### config.mk
export PLATFORM = sky130hd
export DESIGN_NAME = bus_dev_endpoint
export DESIGN_NICKNAME = d
export VERILOG_FILES = /design/src/rtl/bus_pkg.sv /design/src/rtl/bus_sync_fifo.sv /design/src/rtl/bus_dev_endpoint.sv
export SDC_FILE = /design/constraint.sdc
export NUM_CORES = 1
export LEC_CHECK = 0
export CORE_AREA = 2 2 154 156
export DETAILED_ROUTE_END_ITERATION = 10
export DIE_AREA = 0 0 156 158
export MAX_ROUTING_LAYER = met4
export PLACE_DENSITY = 0.75
export SLEW_MARGIN = 10
export SYNTH_ARGS = -nofsm -noshare
export SYNTH_HDL_FRONTEND = slang
export SYNTH_HIERARCHICAL = 1
export SYNTH_SLANG_ARGS = --single-unit
export TNS_END_PERCENT = 10
### constraint.sdc
create_clock -name clk -period 8.05 [get_ports clk]
set_input_delay 0.805 -clock clk [delete_from_list [all_inputs] [get_ports clk]]
set_output_delay 0.805 -clock clk [all_outputs]
set_load 0.01 [all_outputs]
### src/rtl/bus_pkg.sv
// Shared types and constants for the bus device endpoint.
package bus_pkg;

    localparam int ID_W  = 8;
    localparam int PKT_W = 16;

    localparam logic [ID_W-1:0] BCAST    = 8'hFF;
    localparam logic [7:0]      DROP_MAX = 8'hFF;

    // err_flags bit positions
    localparam int ERR_TX_OVF   = 0;
    localparam int ERR_TX_UDF   = 1;
    localparam int ERR_RX_OVF   = 2;
    localparam int ERR_MISROUTE = 3;
    localparam int ERR_W        = 4;

    typedef logic [PKT_W-1:0] pkt_t;

    // Packed so it maps 1:1 onto err_flags {misroute, rx_ovf, tx_udf, tx_ovf}
    typedef struct packed {
        logic misroute;
        logic rx_ovf;
        logic tx_udf;
        logic tx_ovf;
    } err_t;

    // Destination ID sits in the top ID_W bits of a w-bit packet
    function automatic logic [ID_W-1:0] dest_of(input logic [63:0] pkt, input int w);
        return pkt[w-1 -: ID_W];
    endfunction

endpackage

### src/rtl/bus_sync_fifo.sv
// First-word-fall-through synchronous FIFO. Pointers carry one extra wrap bit
// so full/empty are distinguished without a separate counter.
module bus_sync_fifo #(
    parameter int width = 16,
    parameter int depth = 8
) (
    input  logic                    clk,
    input  logic                    reset,
    input  logic                    wr,
    input  logic [width-1:0]        wr_data,
    input  logic                    rd,
    output logic [width-1:0]        rd_data,
    output logic                    full,
    output logic                    empty,
    output logic [$clog2(depth):0]  count
);

    localparam int AW = $clog2(depth);

    logic [AW:0]      wr_ptr;
    logic [AW:0]      rd_ptr;
    logic [width-1:0] mem [depth];
    logic             wr_en;
    logic             rd_en;

    assign full  = (wr_ptr[AW] != rd_ptr[AW]) && (wr_ptr[AW-1:0] == rd_ptr[AW-1:0]);
    assign empty = (wr_ptr == rd_ptr);
    assign count = wr_ptr - rd_ptr;

    // A write while full is allowed when the head is consumed on the same edge
    assign wr_en = wr && (!full || rd);
    assign rd_en = rd && !empty;

    // Head is gated so an empty queue presents zeros rather than stale/X storage
    assign rd_data = empty ? '0 : mem[rd_ptr[AW-1:0]];

    // Pointer update; wrap is plain binary overflow of the extra bit
    always_ff @(posedge clk or posedge reset) begin
        if (reset) begin
            wr_ptr <= '0;
            rd_ptr <= '0;
        end else begin
            if (wr_en) wr_ptr <= wr_ptr + 1'b1;
            if (rd_en) rd_ptr <= rd_ptr + 1'b1;
        end
    end

    // Storage write; contents are don't-care after reset since empty masks them
    always_ff @(posedge clk) begin
        if (wr_en) mem[wr_ptr[AW-1:0]] <= wr_data;
    end

endmodule

### src/rtl/bus_dev_endpoint.sv
// Device-side endpoint for one bus slot: TX queue feeding the bus pop side,
// RX queue capturing bus deliveries addressed to this id or broadcast.
module bus_dev_endpoint
    import bus_pkg::*;
#(
    parameter int         pckg_sz   = 16,
    parameter int         depth     = 8,
    parameter int         id        = 0,
    parameter logic [7:0] broadcast = BCAST
) (
    input  logic               clk,
    input  logic               reset,
    input  logic               tx_wr,
    input  logic [pckg_sz-1:0] tx_data,
    output logic               tx_full,
    output logic               pndng,
    output logic [pckg_sz-1:0] D_pop,
    input  logic               pop,
    input  logic               push,
    input  logic [pckg_sz-1:0] D_push,
    input  logic               rx_rd,
    output logic [pckg_sz-1:0] rx_data,
    output logic               rx_empty,
    output logic [ERR_W-1:0]   err_flags,
    output logic [7:0]         rx_drop
);

    localparam int CW = $clog2(depth) + 1;

    logic          tx_empty;
    logic          rx_full;
    logic [CW-1:0] tx_count;
    logic [CW-1:0] rx_count;
    logic [ID_W-1:0] rx_dest;
    logic          rx_match;
    logic          rx_accept;
    logic          tx_ovf_evt;
    logic          tx_udf_evt;
    logic          rx_ovf_evt;
    logic          misroute_evt;
    err_t          err_q;
    logic          unused_fifo;

    assign pndng = !tx_empty;

    // TX: the FIFO itself admits a full-queue write only alongside a valid pop
    bus_sync_fifo #(.width(pckg_sz), .depth(depth)) u_tx_fifo (
        .clk     (clk),
        .reset   (reset),
        .wr      (tx_wr),
        .wr_data (tx_data),
        .rd      (pop),
        .rd_data (D_pop),
        .full    (tx_full),
        .empty   (tx_empty),
        .count   (tx_count)
    );

    // RX filter: only our own id or the broadcast id are ever stored
    assign rx_dest   = dest_of(64'(D_push), pckg_sz);
    assign rx_match  = (rx_dest == ID_W'(id)) || (rx_dest == broadcast);
    assign rx_accept = push && rx_match;

    bus_sync_fifo #(.width(pckg_sz), .depth(depth)) u_rx_fifo (
        .clk     (clk),
        .reset   (reset),
        .wr      (rx_accept),
        .wr_data (D_push),
        .rd      (rx_rd),
        .rd_data (rx_data),
        .full    (rx_full),
        .empty   (rx_empty),
        .count   (rx_count)
    );

    // Occupancy counts are available for debug taps but not needed here
    assign unused_fifo = ^{tx_count, rx_count};

    assign tx_ovf_evt   = tx_wr && tx_full && !pop;
    assign tx_udf_evt   = pop && tx_empty;
    assign rx_ovf_evt   = rx_accept && rx_full && !rx_rd;
    assign misroute_evt = push && !rx_match;

    assign err_flags = err_q;

    // Sticky error flags, cleared only by reset
    always_ff @(posedge clk or posedge reset) begin
        if (reset) begin
            err_q <= '0;
        end else begin
            if (tx_ovf_evt)   err_q.tx_ovf   <= 1'b1;
            if (tx_udf_evt)   err_q.tx_udf   <= 1'b1;
            if (rx_ovf_evt)   err_q.rx_ovf   <= 1'b1;
            if (misroute_evt) err_q.misroute <= 1'b1;
        end
    end

    // Saturating count of accepted packets lost to a full RX queue
    always_ff @(posedge clk or posedge reset) begin
        if (reset) begin
            rx_drop <= '0;
        end else if (rx_ovf_evt && (rx_drop != DROP_MAX)) begin
            rx_drop <= rx_drop + 8'd1;
        end
    end

endmodule
==> run summary <==
Starting Density = 49.3%
Pwr dens = 340 nW/um2
Final net count = 751
Final Hold Fails = 0
Most frequent cells in the layout = edfxtp_1, clkdlybuf4s50_1, mux4_2
Total GRT Usage = 18.3%
Synth-to-layout area growth = 18.9%
LEAKAGE = 4.65 nW
Die area = 24600 um2
Syn Inst Count = 598
Final Skew = 26.5 ps
RR Startpoint = u_rx_fifo/rd_ptr[1]
I/O Pins = 85
Mapped cell area = 11400 um2
DRC errors left = 0
HP Start = err_flags[1]
Worst path required time = 7240 ps
Worst path bufs/invs = 2
Total Wirelength = 21500 um
Tcrit/Tclk final = 58.2%
Core Area = 23100 um2
Fraction of layout cells with a size suffix above 1 = 21.1%
Die height = 158 um
Max Fanout on Critical Path = 36
CP startpoint kind = register
Initial drt markers = 412
Status = completed
Combinational Power Share = 32.5%
Delay-heaviest family, CP = flip-flops
Post-CTS Setup Bufs = 0
Final worst setup slack = 3370 ps
Hold slack = 481 ps
WP data arrival = 3880 ps
CTS sink cnt = 284
Achievable frequency = 214 MHz
Post-CTS Resized = 0
Max Slew Vio Count = 0
Ys Warns = 6
Setup_tns = 0 ps
Routability cong. = 0.752
Terminus of the critical flop-to-flop path = u_rx_fifo/mem[0][0]
Hold buffers post-CTS = 0
Clock slew seen by the registers of the worst setup and hold paths = 60 ps
Pre-CTS WS = 3940 ps
Worst Hold Class = reg -> reg
Power Internal = 3.25 mW
Worst Hold End = err_flags[1]
Final setup violation count = 0
Tmin final = 4680 ps
Htree depth = 1
Commonest non-fill, non-tap cell in the layout = edfxtp_1
Max-cap violations = 0
Vias in the first global route = 6009
TritonCTS Buffers = 28
Unrepaired setup endpoints after global routing = no
CP max stage cell = dfrtp_2
Mapped Nets = 647
Clock root buffer = clkbuf_16
Global-route wire length before repair = 33400 um
Sw Ratio = 29.5%
Relative max-transition margin = 24.4%
Clk network pwr share = 27.1%
Worst r2r path cells = 5
Worst-case clock buffer depth = 3
Syn Area/Cell = 19.0 um2
Worst hold path depth = 1
R2R setup slack = 4980 ps
Routed Antenna Nets = 0
Worst IR Drop VDD = 0.286 mV
Worst-Skew Late Latency = 540 ps
Critical path class = reg -> out
Largest net degree at the start of global routing = 37
Sw power = 1.36 mW
Vias = 5687
Pre-antenna DRT Iters = 5
Port Buffers = 84
CTS tree = done
Diodes inserted = 0
Initial antenna violation count = 0
Reg power frac = 40.4%
Crit. End Element = primary output
Std cell rows = 56
Die Wd = 156 um
Max incr delay on CP = 970 ps
Vias per cell = 5.61
Critical Path, Cell by Cell = inv_1 -> ha_1 -> nand3_1 -> nand2b_2 -> nand2_1 -> o22ai_1 -> clkdlybuf4s50_1
Worst Tran Pin Value = 1130 ps
Avg WL per Cell = 21.2 um
Grt total ovfl = 0
Post-detail-place hpwl = 12800 um
[how the worst max path moves through the flow]
stage                        startpoint             endpoint  cells after the start
floorplan                     D_push[8]  u_rx_fifo/mem[2][0]                      6
global placement    u_rx_fifo/rd_ptr[1]           rx_data[2]                      7
detailed placement  u_rx_fifo/rd_ptr[1]           rx_data[0]                      7
CTS                 u_rx_fifo/rd_ptr[1]           rx_data[0]                      7
global route        u_rx_fifo/rd_ptr[1]           rx_data[0]                      7
finish              u_rx_fifo/rd_ptr[1]           rx_data[0]                      7
[area by class of cell]
cell class | count | area [um2]
clock buffer | 37 | 764
inverter | 80 | 314
multi-input combinational | 214 | 2640
fill | 1650 | 9530
sequential | 284 | 8390
timing repair buffer | 94 | 916
clock inverter | 15 | 133
tap | 290 | 363
[power groups by stage]
stage          logic [mW]  clock network (mW)  registers (mW)
2_1_floorplan       0.991                   0            1.83
3_3_place_gp         1.49                   0            1.88
3_5_place_dp         1.51                   0            1.89
4_1_cts              1.52                1.27            1.86
5_1_grt              1.62                1.33            1.87
6_report             1.50                1.25            1.86
[stage by stage]
| stage | cells | utilization, % | power (mW) | cell area [um2] |
|---|---|---|---|---|
| after floorplan | 598 | - | 2.82 | 11400 |
| after global placement | 962 | 54.8 | 3.37 | 12600 |
| after detailed placement | 962 | 54.8 | 3.40 | 12600 |
| after CTS | 1014 | 58.7 | 4.66 | 13500 |
| after global routing | 1014 | 58.7 | 4.83 | 13500 |
| final | 1014 | 58.7 | 4.60 | 13500 |
[flip-flops by register name (all words and copies together) (netlist names)]
signal and cells:
u_tx_fifo/rd_ptr 4, rx_drop 8, err_flags 4, u_rx_fifo/mem 128, u_rx_fifo/wr_ptr 4, u_tx_fifo/mem 128, u_tx_fifo/wr_ptr 4, u_rx_fifo/rd_ptr 4
[routing by layer]
metal	vias up	routed length, um	GRT usage [%]
met4	0	332	4.33
met5	-	0	-
met3	27	1150	3.50
met2	163	11500	32.4
met1	2957	8500	22.1
li1	2540	-	-
No activity file was read; power rests on OpenSTA's default activity.
